`config.mk`:
```
export PLATFORM = sky130hd
export DESIGN_NAME = dcache_wb_buffer_flat
export DESIGN_NICKNAME = d
export VERILOG_FILES = /design/src/rtl/dcache_wb_buffer_if.sv /design/src/rtl/dcache_wb_buffer.sv /design/src/flat_wrapper.sv
export SDC_FILE = /design/constraint.sdc
export NUM_CORES = 1
export LEC_CHECK = 0
export CAP_MARGIN = 40
export CORE_ASPECT_RATIO = 0.7
export CORE_MARGIN = 2
export CORE_UTILIZATION = 52
export CTS_CLUSTER_DIAMETER = 200
export CTS_CLUSTER_SIZE = 14
export DETAILED_ROUTE_END_ITERATION = 8
export GPL_ROUTABILITY_DRIVEN = 0
export PLACE_DENSITY_LB_ADDON = 0.1
export RECOVER_POWER = 50
export REMOVE_ABC_BUFFERS = 1
export SYNTH_ARGS = -nofsm -noshare
export SYNTH_HDL_FRONTEND = slang
export SYNTH_SLANG_ARGS = --single-unit
```
`constraint.sdc`:
```
create_clock -name clock -period 14.3 [get_ports clock]
set_input_delay 3.575 -clock clock [delete_from_list [all_inputs] [get_ports clock]]
set_output_delay 3.575 -clock clock [all_outputs]
set_load 0.1 [all_outputs]
```
`src/rtl/dcache_wb_buffer_if.sv`:
```
// Shared line/address types and the bus bundle between the dcache writeback port,
// the write-back buffer and the memory arbiter write port.
package dcache_wb_pkg;
  localparam int TAG_BITS = 13;

  typedef struct packed {
    logic                valid;
    logic [15:0]         zeros;
    logic [TAG_BITS-1:0] tag;
    logic [2:0]          block_offset;
  } I_ADDR_PACKET;

  typedef logic [63:0] MEM_BLOCK;
endpackage

interface dcache_wb_buffer_if #(
  parameter int DEPTH    = 4,
  parameter int CNT_BITS = $clog2(DEPTH) + 1
);
  logic                       wb_valid;
  dcache_wb_pkg::I_ADDR_PACKET wb_addr;
  dcache_wb_pkg::MEM_BLOCK     wb_data;
  logic                       full;
  logic [CNT_BITS-1:0]        count;
  logic                       overflow;
  logic                       mem_wr_valid;
  dcache_wb_pkg::I_ADDR_PACKET mem_wr_addr;
  dcache_wb_pkg::MEM_BLOCK     mem_wr_data;
  logic                       mem_wr_accepted;
  dcache_wb_pkg::I_ADDR_PACKET snoop_addr;
  logic                       snoop_hit;
  dcache_wb_pkg::MEM_BLOCK     snoop_data;
  logic                       flush_req;
  logic                       flush_busy;
  logic                       flush_done;

  modport master (
    output wb_valid, wb_addr, wb_data, mem_wr_accepted, snoop_addr, flush_req,
    input  full, count, overflow, mem_wr_valid, mem_wr_addr, mem_wr_data,
           snoop_hit, snoop_data, flush_busy, flush_done
  );

  modport slave (
    input  wb_valid, wb_addr, wb_data, mem_wr_accepted, snoop_addr, flush_req,
    output full, count, overflow, mem_wr_valid, mem_wr_addr, mem_wr_data,
           snoop_hit, snoop_data, flush_busy, flush_done
  );
endinterface

```
`src/rtl/dcache_wb_buffer.sv`:
```
// Circular write-back buffer between the dcache dirty-eviction port and the memory arbiter,
// with read-miss snooping and a flush FSM. Optional in-place coalescing: DCACHE_WB_COALESCE_EN.
module dcache_wb_buffer #(
  parameter int DEPTH    = 4,
  parameter int IDX_BITS = $clog2(DEPTH),
  parameter int CNT_BITS = $clog2(DEPTH) + 1
) (
  input  logic                 clock,
  input  logic                 reset,
  dcache_wb_buffer_if.slave    bus
);
  import dcache_wb_pkg::*;

  localparam logic [CNT_BITS-1:0] DEPTH_CNT = CNT_BITS'(DEPTH);

  typedef enum logic [1:0] {
    IDLE  = 2'd0,
    FLUSH = 2'd1,
    DONE  = 2'd2
  } flush_state_t;

  logic [IDX_BITS-1:0] head_r;
  logic [IDX_BITS-1:0] tail_r;
  logic [CNT_BITS-1:0] count_r;
  logic [CNT_BITS-1:0] count_s;
  logic                full_r;
  logic                overflow_r;
  logic [DEPTH-1:0]    vld_r;
  logic [TAG_BITS-1:0] tag_r  [DEPTH];
  MEM_BLOCK            data_r [DEPTH];
  flush_state_t        state_r;
  flush_state_t        state_s;

  logic     mem_wr_valid_s;
  logic     deq_s;
  logic     enq_s;
  logic     drop_s;
  logic     coal_hit_s;
  logic     snoop_hit_s;
  MEM_BLOCK snoop_data_s;
  logic     flush_busy_s;
  logic     flush_done_s;

  // Head handshake, allocation and drop decisions for this cycle
  always_comb begin
    mem_wr_valid_s = (count_r != {CNT_BITS{1'b0}});
    deq_s          = mem_wr_valid_s && bus.mem_wr_accepted;
    enq_s          = bus.wb_valid && !coal_hit_s && ((count_r < DEPTH_CNT) || deq_s);
    drop_s         = bus.wb_valid && !coal_hit_s && (count_r == DEPTH_CNT) && !deq_s;
    count_s        = count_r + CNT_BITS'(enq_s) - CNT_BITS'(deq_s);
  end

`ifdef DCACHE_WB_COALESCE_EN
  logic [DEPTH-1:0]    coal_match_s;
  logic [IDX_BITS-1:0] coal_idx_s;

  // Non-head entry with the same tag absorbs the incoming line; head may already be in flight
  always_comb begin
    coal_match_s = {DEPTH{1'b0}};
    coal_idx_s   = {IDX_BITS{1'b0}};
    for (int i = 0; i < DEPTH; i++) begin
      coal_match_s[i] = vld_r[i] && (IDX_BITS'(i) != head_r) && (tag_r[i] == bus.wb_addr.tag);
      coal_idx_s      = coal_idx_s | (IDX_BITS'(i) & {IDX_BITS{coal_match_s[i]}});
    end
    coal_hit_s = bus.wb_valid && (coal_match_s != {DEPTH{1'b0}});
  end
`else
  // Every accepted writeback allocates its own entry
  always_comb begin
    coal_hit_s = 1'b0;
  end
`endif

  // Entry storage, pointers, occupancy and sticky overflow
  always_ff @(posedge clock or negedge reset) begin
    if (!reset) begin
      head_r     <= {IDX_BITS{1'b0}};
      tail_r     <= {IDX_BITS{1'b0}};
      count_r    <= {CNT_BITS{1'b0}};
      full_r     <= 1'b0;
      overflow_r <= 1'b0;
      vld_r      <= {DEPTH{1'b0}};
      for (int i = 0; i < DEPTH; i++) begin
        tag_r[i]  <= {TAG_BITS{1'b0}};
        data_r[i] <= 64'h0;
      end
    end else begin
      if (deq_s) begin
        vld_r[head_r] <= 1'b0;
        head_r        <= head_r + IDX_BITS'(1);
      end
      // Placed after the dequeue so a full-buffer swap leaves the reused slot valid
      if (enq_s) begin
        vld_r[tail_r]  <= 1'b1;
        tag_r[tail_r]  <= bus.wb_addr.tag;
        data_r[tail_r] <= bus.wb_data;
        tail_r         <= tail_r + IDX_BITS'(1);
      end
`ifdef DCACHE_WB_COALESCE_EN
      if (coal_hit_s) begin
        data_r[coal_idx_s] <= bus.wb_data;
      end
`endif
      if (drop_s) begin
        overflow_r <= 1'b1;
      end
      count_r <= count_s;
      full_r  <= (count_s == DEPTH_CNT);
    end
  end

  // Snoop walks oldest to youngest so the youngest matching entry wins
  always_comb begin
    logic [IDX_BITS-1:0] idx_v;
    logic                hit_v;
    snoop_hit_s  = 1'b0;
    snoop_data_s = 64'h0;
    idx_v        = head_r;
    hit_v        = 1'b0;
    for (int k = 0; k < DEPTH; k++) begin
      idx_v        = head_r + IDX_BITS'(k);
      hit_v        = vld_r[idx_v] && bus.snoop_addr.valid && (tag_r[idx_v] == bus.snoop_addr.tag);
      snoop_hit_s  = snoop_hit_s | hit_v;
      snoop_data_s = hit_v ? data_r[idx_v] : snoop_data_s;
    end
  end

  // Head entry presented to the arbiter, zeroed when nothing is pending
  always_comb begin
    bus.mem_wr_addr = '0;
    bus.mem_wr_data = 64'h0;
    if (mem_wr_valid_s) begin
      bus.mem_wr_addr.valid = 1'b1;
      bus.mem_wr_addr.tag   = tag_r[head_r];
      bus.mem_wr_data       = data_r[head_r];
    end else begin
      bus.mem_wr_addr = '0;
      bus.mem_wr_data = 64'h0;
    end
  end

  // Flush state register
  always_ff @(posedge clock or negedge reset) begin
    if (!reset) begin
      state_r <= IDLE;
    end else begin
      state_r <= state_s;
    end
  end

  // Flush next-state and status decode; writebacks arriving mid-flush extend it
  always_comb begin
    state_s      = state_r;
    flush_busy_s = 1'b0;
    flush_done_s = 1'b0;
    case (state_r)
      IDLE: begin
        if (bus.flush_req) begin
          state_s = FLUSH;
        end else begin
          state_s = IDLE;
        end
      end
      FLUSH: begin
        flush_busy_s = 1'b1;
        if ((count_r == {CNT_BITS{1'b0}}) && !enq_s) begin
          state_s = DONE;
        end else begin
          state_s = FLUSH;
        end
      end
      DONE: begin
        flush_done_s = 1'b1;
        state_s      = IDLE;
      end
      default: begin
        state_s = IDLE;
      end
    endcase
  end

  assign bus.mem_wr_valid = mem_wr_valid_s;
  assign bus.count        = count_r;
  assign bus.full         = full_r;
  assign bus.overflow     = overflow_r;
  assign bus.snoop_hit    = snoop_hit_s;
  assign bus.snoop_data   = snoop_data_s;
  assign bus.flush_busy   = flush_busy_s;
  assign bus.flush_done   = flush_done_s;
endmodule

```
`src/flat_wrapper.sv`:
```
// flat-port wrapper written by rule: the top's interface ports become plain ports
module dcache_wb_buffer_flat import dcache_wb_pkg::*;
#(
  parameter int DEPTH    = 4,
  parameter int IDX_BITS = $clog2(DEPTH),
  parameter int CNT_BITS = $clog2(DEPTH) + 1
)
  (clock, reset, bus_wb_valid, bus_wb_addr, bus_wb_data, bus_mem_wr_accepted, bus_snoop_addr, bus_flush_req, bus_full, bus_count, bus_overflow, bus_mem_wr_valid, bus_mem_wr_addr, bus_mem_wr_data, bus_snoop_hit, bus_snoop_data, bus_flush_busy, bus_flush_done);
  dcache_wb_buffer_if #(.DEPTH(DEPTH), .CNT_BITS(CNT_BITS)) bus_i ();
  input  logic clock;
  input  logic reset;
  input wire logic [$bits(bus_i.wb_valid)-1:0] bus_wb_valid;
  input wire logic [$bits(bus_i.wb_addr)-1:0] bus_wb_addr;
  input wire logic [$bits(bus_i.wb_data)-1:0] bus_wb_data;
  input wire logic [$bits(bus_i.mem_wr_accepted)-1:0] bus_mem_wr_accepted;
  input wire logic [$bits(bus_i.snoop_addr)-1:0] bus_snoop_addr;
  input wire logic [$bits(bus_i.flush_req)-1:0] bus_flush_req;
  output wire logic [$bits(bus_i.full)-1:0] bus_full;
  output wire logic [$bits(bus_i.count)-1:0] bus_count;
  output wire logic [$bits(bus_i.overflow)-1:0] bus_overflow;
  output wire logic [$bits(bus_i.mem_wr_valid)-1:0] bus_mem_wr_valid;
  output wire logic [$bits(bus_i.mem_wr_addr)-1:0] bus_mem_wr_addr;
  output wire logic [$bits(bus_i.mem_wr_data)-1:0] bus_mem_wr_data;
  output wire logic [$bits(bus_i.snoop_hit)-1:0] bus_snoop_hit;
  output wire logic [$bits(bus_i.snoop_data)-1:0] bus_snoop_data;
  output wire logic [$bits(bus_i.flush_busy)-1:0] bus_flush_busy;
  output wire logic [$bits(bus_i.flush_done)-1:0] bus_flush_done;
  assign bus_i.wb_valid = bus_wb_valid;
  assign bus_i.wb_addr = bus_wb_addr;
  assign bus_i.wb_data = bus_wb_data;
  assign bus_i.mem_wr_accepted = bus_mem_wr_accepted;
  assign bus_i.snoop_addr = bus_snoop_addr;
  assign bus_i.flush_req = bus_flush_req;
  assign bus_full = bus_i.full;
  assign bus_count = bus_i.count;
  assign bus_overflow = bus_i.overflow;
  assign bus_mem_wr_valid = bus_i.mem_wr_valid;
  assign bus_mem_wr_addr = bus_i.mem_wr_addr;
  assign bus_mem_wr_data = bus_i.mem_wr_data;
  assign bus_snoop_hit = bus_i.snoop_hit;
  assign bus_snoop_data = bus_i.snoop_data;
  assign bus_flush_busy = bus_i.flush_busy;
  assign bus_flush_done = bus_i.flush_done;
  dcache_wb_buffer #(.DEPTH(DEPTH), .IDX_BITS(IDX_BITS), .CNT_BITS(CNT_BITS)) u_core (.clock(clock), .reset(reset), .bus(bus_i));
endmodule
```
### Word-level counts from Yosys, hierarchy flattened

Index checks and enable logic that the tools add are counted.

| word-level totals | value |
|---|---|
| bits in registers | 323 |
| input bits | 135 |
| logic and storage cells | 132 |

| cells by class | value |
|---|---|
| $add $sub $neg | 6 |
| $lt $le $gt $ge | 14 |
| equality and inequality tests | 8 |
| mux-type cells | 56 |
| bitwise operators | 11 |
| reduce and logical (&&, ||, !) cells | 22 |

Operator list:

| kind | count |
|---|---|
| $mux 64 | 14 |
| $bmux 64 s2 | 4 |
| $bwmux 256 | 1 |
| $mux 13 | 10 |
| $demux 64 s2 | 1 |
| $bmux 13 s2 | 4 |
| $bwmux 52 | 1 |
| $eq 13x13->1 | 4 |
| $demux 13 s2 | 1 |
| $logic_and 1x1->1 | 16 |
| $ge 3x3->1 const B | 5 |
| $lt 2x3->1 const B | 5 |
| $not 2->3 | 5 |
| $mux 1 | 10 |
| $bmux 1 s2 | 4 |
| $mux 4 | 2 |
| $eq 3x3->1 const B | 2 |
| $add 2x1->2 const B | 2 |
| $add 2x2->2 const B | 2 |
| $and 4x4->4 | 1 |
| $demux 1 s2 | 2 |
| $ge 2x1->1 const B | 2 |
| $not 4->4 | 1 |
| $or 4x4->4 | 1 |
| 14 further kinds | 17 |

### Logic depth before layout (Yosys ltp)

Gate-level depths: netlist of run 1.

| logic depth | value |
|---|---|
| word-level depth | 10 |
| mapped depth | 16 |
| mapped depth without buffers | 11 |

### Worst setup path after synthesis of run 1

Ideal clock, no wire load.

| timing path | value |
|---|---|
| kind | input to output |
| start point | input port bus_snoop_addr[15] |
| end point | output port bus_snoop_data[10] |
| arrival time | 6.933 ns |
| required time | 10.725 ns |
| setup slack | 3.792 ns |
| cell stages on the path | 10 |
| cell sequence | clkbuf_1 -> inv_1 -> a222oi_1 -> o21ai_0 -> nor4_1 -> and2_1 -> buf_4 -> o21bai_1 -> buf_2 -> o221ai_1 |

| on the way | value |
|---|---|
| longest elaborated chain between the ends | 6 |
| elaborated cells between the ends (all ways) | 12 |

RTL lines:

| item | line | source |
|---|---|---|
| from (decl) | flat_wrapper.sv:16 | `input wire logic [$bits(bus_i.snoop_addr)-1:0] bus_snoop_addr;` |
| $eq 13x13->1 | dcache_wb_buffer.sv:122 | `hit_v = vld_r[idx_v] && bus.snoop_addr.valid && (tag_r[idx_v] == bus.snoop_addr.tag);` |
| $logic_and 1x1->1 | dcache_wb_buffer.sv:122 |  |
| $mux 64 (3 in a row) | dcache_wb_buffer.sv:124 | `snoop_data_s = hit_v ? data_r[idx_v] : snoop_data_s;` |
| $mux 64 (*) | dcache_wb_buffer.sv:124 |  |
| to (decl) | flat_wrapper.sv:25 | `output wire logic [$bits(bus_i.snoop_data)-1:0] bus_snoop_data;` |

Every way passes the cells marked *; elsewhere a longest branch is shown, timed or not.

### Final worst setup path of run 1

| timing path | value |
|---|---|
| start point | input port bus_snoop_addr[15] |
| end point | output port bus_snoop_data[9] |

Same word-level chain as after synthesis.

==> reports/qor.json, run 1 <==
{
  "synthesis.yosys.warnings": {"value": 0},
  "timing_worst_slew_pin_value": {"value": 7.39, "unit": "ns"},
  "grt_first_pass_wirelength": {"value": 93300, "unit": "um"},
  "ys_seq_elements": {"value": 323},
  "clockBufferDepth": {"value": 3},
  "mean_cell_area_of_the_mapped_netlist": {"value": 14.8, "unit": "sq um"},
  "worst_path_most_repeated_cell": {"value": "clkdlybuf4s50_1"},
  "first_pass_iters": {"value": 5},
  "die_x": {"value": 254, "unit": "um"},
  "worstSetupStartpointType": {"value": "primary input"},
  "worst_setup_path_end_kind": {"value": "primary output"},
  "grt_pass1_vias": {"value": 16200},
  "timing.setup.critical_path_class": {"value": "primary input to primary output"},
  "post_cts_hold_buffer_count": {"value": 0},
  "grt_util_all_layers": {"value": 0.265},
  "cts_setup_buffers": {"value": 0},
  "first_iter_violations": {"value": 985},
  "flow.area_growth_from_synthesis": {"value": 26.3, "unit": "%"},
  "violations": {"value": "capacitance limit, slew limit"},
  "slew_headroom": {"value": -3.93},
  "numCtsBuffers": {"value": 27},
  "postSynthCellCount": {"value": 1539},
  "grt_setup_unrepaired": {"value": "false"},
  "maxSlewViolCount": {"value": 459},
  "grt_overflow_total": {"value": 0},
  "floorplan.die.height": {"value": 179, "unit": "um"},
  "insertion_delay": {"value": 0.58, "unit": "ns"},
  "grt_max_degree": {"value": 137},
  "cts.repair.resized": {"value": 0},
  "design.core.area": {"value": 0.0434, "unit": "sq mm"},
  "synthesis.area": {"value": 0.0227, "unit": "sq mm"},
  "placement_rows": {"value": 64},
  "rr_worst_depth": {"value": 4},
  "layout.nets": {"value": 1982},
  "r2r_slack": {"value": 9.03, "unit": "ns"},
  "remaining_drc_errors": {"value": 0},
  "timing.critical_path.fanout_max": {"value": 37},
  "worst_setup_path_endpoint": {"value": "bus_snoop_data[9]"},
  "htree_num_levels": {"value": 1},
  "synth-edff-count": {"value": 0},
  "async_reset_ff_frac": {"value": 1.00},
  "worstPathCellList": {"value": "clkdlybuf4s50_1 > inv_1 > a222oi_1 > o21ai_0 > nor4_1 > and2_4 > buf_4 > mux2i_1 > o221ai_1 > clkdlybuf4s50_1 > buf_8"},
  "hold_viol_final": {"value": 0},
  "share_of_the_yosys_chip_area_belonging_to_registers": {"value": 0.355},
  "detailroute.via_count": {"value": 15700},
  "cp.arrival": {"value": 8.15, "unit": "ns"},
  "timing.max_cap.violations": {"value": 6},
  "initial_core_utilization": {"value": 0.524},
  "finalCritPeriodShare": {"value": 0.820},
  "cp.required": {"value": 10.72, "unit": "ns"},
  "post_dp_cell_area": {"value": 0.0281, "unit": "sq mm"},
  "avgRoutedWirePerCell": {"value": 24.4, "unit": "um"},
  "clock.fmax": {"value": 85.3, "unit": "MHz"},
  "vias_per_cell": {"value": 6.46},
  "synthFlopType": {"value": "dfrtp_1"},
  "synth_top_area_share": {"value": 0.355},
  "final_period_minus_worst_setup_slack": {"value": 11.72, "unit": "ns"},
  "hpwlAfterDp": {"value": 36900, "unit": "um"},
  "cp-startpoint": {"value": "bus_snoop_addr[15]"},
  "cts_tree": {"value": "built"},
  "cts-root-buf": {"value": "clkbuf_16"},
  "synthDistinctLibCells": {"value": 57},
  "post_route_cells_drive_above_1_share": {"value": 0.483},
  "clk_transition_reported_paths": {"value": 0.07, "unit": "ns"},
  "placement.io_buffers": {"value": 246},
  "critical_path.slowest_cell": {"value": "and2_4"},
  "yosysTopAreaCell": {"value": "dfrtp_1"},
  "sink_count": {"value": 323},
  "routed_wl": {"value": 59500, "unit": "um"},
  "finClkSkew": {"value": 0.0327, "unit": "ns"},
  "rr_startpoint": {"value": "u_core.bus.count[2]"},
  "synth.cells.most_frequent": {"value": "323 x dfrtp_1, 310 x mux2_2, 294 x mux4_2"},
  "timing.rr.end": {"value": "u_core.data_r[10]"},
  "final_antenna_violating_net_count": {"value": 0},
  "final_area": {"value": 0.0287, "unit": "sq mm"},
  "synth_area_leaders": {"value": "dfrtp_1 36%, mux4_2 29%, mux2_2 15%, and2_1 2.1%, a221o_2 1.9%"},
  "initial_antenna_violation_count": {"value": 4},
  "timing.critical_path.slowest_cell_delay": {"value": 0.74, "unit": "ns"},
  "hold_path.class": {"value": "flip-flop to flip-flop"},
  "die_area": {"value": 0.0454, "unit": "sq mm"},
  "design.portCount": {"value": 305},
  "most_instantiated_library_cell_after_synthesis": {"value": "dfrtp_1"},
  "setup-violations-final": {"value": 0},
  "outcome": {"value": "complete, but fails checks"}
}
==> final cells by class <==
cell class	count	area, sq um
Timing Repair Buffer	421	5320
Fill cell	3082	14700
Antenna cell	3	7.51
Clock inverter	2	25.0
Multi-Input combinational cell	1029	13700
Clock buffer	30	687
Sequential cell	323	8090
Inverter	34	128
Tap cell	594	743
==> through the flow <==
stage	hold WS, ns	worst slack [ns]	std cells	TNS (ns)	util
5_1_grt	0.464	1.50	2434	0	0.661
3_3_place_gp	0.428	2.20	2244	0	0.584
6_report	0.460	2.58	2436	0	0.662
2_1_floorplan	0.419	-11.93	1386	-806.11	-
4_1_cts	0.456	2.63	2433	0	0.664
3_5_place_dp	0.449	2.64	2401	0	0.648
==> worst max-delay path: cells and delay by family <==
kind                   cells  cell delay (ns)
buffers and inverters      5             2.30
AO/OA/AOI/OAI              3             0.85
multiplexers               1             0.15
AND/OR/NAND/NOR            2             1.24
==> registers in the layout, summed over array words and instances, names as in the netlist <==
signal	flops
u_core.data_r	256
u_core.tag_r	52
u_core.vld_r	4
u_core.bus.count	3
u_core.head_r	2
u_core.state_r	2
u_core.tail_r	2
u_core.bus.full	1
u_core.bus.overflow	1
==> cells by family (layout without fill, tap and decap cells) <==
logic type / Yosys count / count (layout) / share of synthesized area
compound gates: 136 / 136 / 0.0614
flops: 323 / 323 / 0.355
buf+inv: 205 / 487 / 0.0459
fa+ha+maj: 11 / 11 / 0.00638
other cells: 1 / 22 / 0.000165
xor+xnor: 62 / 62 / 0.0239
simple gates: 159 / 159 / 0.0413
mux: 642 / 642 / 0.466
==> routing by layer <==
metal,GRT usage,vias up,part of all wire
met5,0.00110,-,0.00022
met4,0.0635,2,0.021
met3,0.0418,77,0.058
met2,0.452,526,0.51
met1,0.359,8379,0.41
li1,-,6762,-
==> placed cells by master, fill, tap and decap left out, types with 3 or more instances in the layout <==
| cell type | Yosys | layout |
|---|---|---|
| inv_1 | 34 | 34 |
| nor3_1 | 4 | 4 |
| nor2b_1 | 5 | 5 |
| nand4_1 | 7 | 7 |
| and2_1 | 78 | 76 |
| conb_1 | 1 | 19 |
| o221a_1 | 9 | 9 |
| xnor2_1 | 49 | 49 |
| ha_1 | 10 | 9 |
| dfrtp_1 | 323 | 321 |
| mux2_2 | 310 | 310 |
| clkdlybuf4s50_1 | 0 | 241 |
| a221o_2 | 39 | 39 |
| buf_8 | 0 | 118 |
| nand2b_1 | 22 | 22 |
| and3_1 | 6 | 6 |
| clkbuf_16 | 0 | 27 |
| diode_2 | 0 | 3 |
| clkbuf_1 | 56 | 11 |
| nor2_1 | 4 | 4 |
| xor2_1 | 13 | 13 |
| mux2i_1 | 32 | 32 |
| buf_16 | 0 | 34 |
| o221a_2 | 35 | 35 |
| dlygate4sd3_1 | 3 | 4 |
| nor4_1 | 3 | 3 |
| nand2_1 | 17 | 17 |
| mux4_2 | 294 | 294 |
| o221ai_1 | 21 | 21 |
| mux4_1 | 4 | 4 |
| buf_4 | 28 | 15 |
| a221o_1 | 5 | 5 |
| o21ai_0 | 7 | 7 |
| nand3_1 | 6 | 6 |
==> worst min-delay path by stage <==
stage                                 start           endpoint  slack (ns)  cells after the start
after global routing      u_core.state_r[1]  u_core.state_r[0]        0.46                      1
after floorplan           u_core.state_r[1]  u_core.state_r[0]        0.42                      1
final                     u_core.state_r[1]  u_core.state_r[0]        0.46                      1
after global placement    u_core.state_r[1]  u_core.state_r[0]        0.43                      1
after detailed placement  u_core.state_r[1]  u_core.state_r[0]        0.45                      1
after CTS                 u_core.state_r[1]  u_core.state_r[0]        0.46                      1
Power of run 1 is left out: the tool's default activity adds up to more than one toggle a clock period on the data nets, which glitch-free logic cannot reach.
==> run 2: changes to the inputs <==
==> constraint.sdc (replaced) <==
create_clock -name clock -period 11.88 [get_ports clock]
set_input_delay 2.97 -clock clock [delete_from_list [all_inputs] [get_ports clock]]
set_output_delay 2.97 -clock clock [all_outputs]
set_load 0.1 [all_outputs]
==> run 2 against run 1 <==
  * The flow still finishes with violations (capacitance limit, slew limit)
  * Hold slack improved by 0.017 ns
  * Count of clock-buffer cells in the layout unchanged
  * Non-clock buffer count shrank 63
  * Global-route usage fell by 0.50 points
  * Cell area shrank 4.7%
  * Register-to-register slack worse by 1.0 ns
  * Worst setup slack got worse by 0.67 ns
  * Die area is the same
  * First-iteration DRC count up 4.1%
  * Flip-flop and latch count unchanged
  * Final cell count is 2.6% lower
==> reports/qor.json, run 2 (same netlist as run 1, synthesis figures left out) <==
{
  "worstPathCellList": {"value": "clkdlybuf4s50_1 > inv_1 > a222oi_1 > o21ai_0 > nor4_1 > and2_4 > buf_4 > a221o_2 > o221a_1 > buf_4"},
  "timing.setup.critical_path_class": {"value": "primary input to primary output"},
  "timing.hold.ws": {"value": 0.477, "unit": "ns", "change": "+0.0174 ns"},
  "outcome": {"value": "complete, but fails checks"},
  "worstSetupStartpointType": {"value": "primary input"},
  "regMostFlops": {"value": "u_core.data_r"},
  "numCtsBuffers": {"value": 27, "change": "unchanged"},
  "worst_setup_path_end_kind": {"value": "primary output"},
  "dpl_worst_slack": {"value": 1.96, "unit": "ns", "change": "-0.676 ns"},
  "timing.max_cap.violations": {"value": 5, "change": "-1"},
  "post_route_cells_drive_above_1_share": {"value": 0.501, "change": "+0.0180"},
  "grt_max_degree": {"value": 133, "change": "-2.9%"},
  "cts_tree": {"value": "built"},
  "die_area": {"value": 0.0454, "unit": "sq mm", "change": "unchanged"},
  "finalWorstSetupSlack": {"value": 1.91, "unit": "ns", "change": "-0.673 ns"},
  "die_x": {"value": 254, "unit": "um", "change": "unchanged"},
  "htree_num_levels": {"value": 1, "change": "unchanged"},
  "final_antenna_violating_net_count": {"value": 0, "change": "unchanged"},
  "layout.nets": {"value": 1919, "change": "-3.2%"},
  "numPlacedInstances": {"value": 2338, "change": "-2.6%"},
  "insertion_delay": {"value": 0.56, "unit": "ns", "change": "-0.02 ns"},
  "maxSlewViolCount": {"value": 239, "change": "-48%"},
  "cts-root-buf": {"value": "clkbuf_16"},
  "vias_per_cell": {"value": 6.55, "change": "+1.4%"},
  "layout_commonest_cell": {"value": "dfrtp_1"},
  "routed_wl": {"value": 58400, "unit": "um", "change": "-1.8%"},
  "final_area": {"value": 0.0274, "unit": "sq mm", "change": "-4.7%"},
  "slew_headroom": {"value": -1.38, "change": "+2.55"},
  "hold_path.class": {"value": "flip-flop to flip-flop"},
  "final_period_minus_worst_setup_slack": {"value": 9.97, "unit": "ns"},
  "cts_setup_buffers": {"value": 0, "change": "unchanged"},
  "first_pass_iters": {"value": 5, "change": "unchanged"},
  "initial_antenna_violation_count": {"value": 3, "change": "-1"},
  "post_dp_cell_area": {"value": 0.0268, "unit": "sq mm", "change": "-4.8%"},
  "timing_worst_slew_pin_value": {"value": 3.57, "unit": "ns", "change": "-3.82 ns"},
  "clock.fmax": {"value": 100, "unit": "MHz"},
  "post_cts_hold_buffer_count": {"value": 0, "change": "unchanged"},
  "placement.io_buffers": {"value": 246, "change": "unchanged"},
  "hold_viol_final": {"value": 0, "change": "unchanged"},
  "path_buf_inv": {"value": 4, "change": "-1"},
  "first_iter_violations": {"value": 1025, "change": "+4.1%"},
  "r2r_slack": {"value": 7.98, "unit": "ns", "change": "-1.05 ns"},
  "mostFrequentLayoutCells": {"value": "321 x dfrtp_1, 310 x mux2_2, 294 x mux4_2, 179 x clkdlybuf4s50_1, 78 x buf_4"},
  "design.portCount": {"value": 305, "change": "unchanged"},
  "placement_rows": {"value": 64, "change": "unchanged"},
  "violations": {"value": "capacitance limit, slew limit"},
  "clockBufferDepth": {"value": 3, "change": "unchanged"},
  "critical_path.slowest_cell": {"value": "clkdlybuf4s50_1"},
  "detailroute.via_count": {"value": 15500, "change": "-1.3%"},
  "timing.critical_path.fanout_max": {"value": 34, "change": "-8.1%"},
  "setup-violations-final": {"value": 0, "change": "unchanged"},
  "cp.arrival": {"value": 7.00, "unit": "ns", "change": "-1.15 ns"},
  "worst_path_most_repeated_cell": {"value": "buf_4"},
  "hpwlAfterDp": {"value": 35700, "unit": "um", "change": "-3.3%"},
  "timing.critical_path.slowest_cell_delay": {"value": 0.72, "unit": "ns", "change": "-0.02 ns"},
  "grt_first_pass_wirelength": {"value": 91300, "unit": "um", "change": "-2.1%"},
  "initial_core_utilization": {"value": 0.524, "change": "unchanged"},
  "floorplan.die.height": {"value": 179, "unit": "um", "change": "unchanged"},
  "top_flop_regs": {"value": "u_core.data_r x256, u_core.tag_r x52, u_core.vld_r x4"},
  "cpLargestDelayFamily": {"value": "buffers and inverters"},
  "cts.repair.resized": {"value": 0, "change": "unchanged"},
  "clk_transition_reported_paths": {"value": 0.07, "unit": "ns", "change": "about the same"},
  "max_ffs_per_register": {"value": 256, "change": "unchanged"},
  "finClkSkew": {"value": 0.0168, "unit": "ns", "change": "-0.0159 ns"},
  "grt_util_all_layers": {"value": 0.260, "change": "-0.00499"},
  "grt_setup_unrepaired": {"value": "false"},
  "finalCritPeriodShare": {"value": 0.840},
  "flow.area_growth_from_synthesis": {"value": 20.3, "unit": "%"},
  "remaining_drc_errors": {"value": 0, "change": "unchanged"},
  "sink_count": {"value": 323, "change": "unchanged"},
  "finalNonFillerCells": {"value": 2372, "change": "-2.6%"},
  "avgRoutedWirePerCell": {"value": 24.6, "unit": "um", "change": "+0.84%"},
  "grt_pass1_vias": {"value": 15500, "change": "-3.9%"},
  "grt_overflow_total": {"value": 0, "change": "unchanged"},
  "cp.required": {"value": 8.91, "unit": "ns", "change": "-1.81 ns"},
  "design.core.area": {"value": 0.0434, "unit": "sq mm", "change": "unchanged"}
}
run 2: final cells by class:
cell class | instances | area, sq um
fillers | 3197 | 16000
inverters | 34 | 128
multi-input cells | 1029 | 13700
well taps | 594 | 743
diodes | 3 | 7.51
clock inverters | 1 | 16.3
clock buffers | 30 | 687
repair buffers | 358 | 3970
flip-flops and latches | 323 | 8090
run 2: worst register-to-register path: cells and delay by family, from the launching register on:
family	cells	cell delay (ns)
flip-flops	1	0.41
buffers and inverters	1	0.85
multiplexers	1	0.47
AND/OR/NAND/NOR	3	2.05
run 2: worst paths after layout:
path,endpoint,cells after the start,start
setup / recovery,bus_snoop_data[11],10,bus_snoop_addr[15]
hold / removal,u_core.state_r[0],1,u_core.state_r[1]
setup reg to reg,u_core.data_r[118],5,u_core.bus.count[2]
hold reg to reg,u_core.state_r[0],1,u_core.state_r[1]
max in group asynchronous,u_core.data_r[49],3,reset
min in group asynchronous,u_core.tag_r[36],1,reset
run 2: through the flow:
stage                TNS, ns   util
finish                     0  0.631
detailed placement         0  0.617
global placement           0  0.580
CTS                        0  0.633
global route               0  0.630
floorplan           -1067.66      -
run 2: layer usage:
| layer | part of all wire | track usage |
|---|---|---|
| met5 | 0.00022 | 0 |
| met4 | 0.024 | 0.0650 |
| met2 | 0.51 | 0.434 |
| met3 | 0.057 | 0.0433 |
| met1 | 0.41 | 0.357 |
Power of run 2 is left out for the same reason.
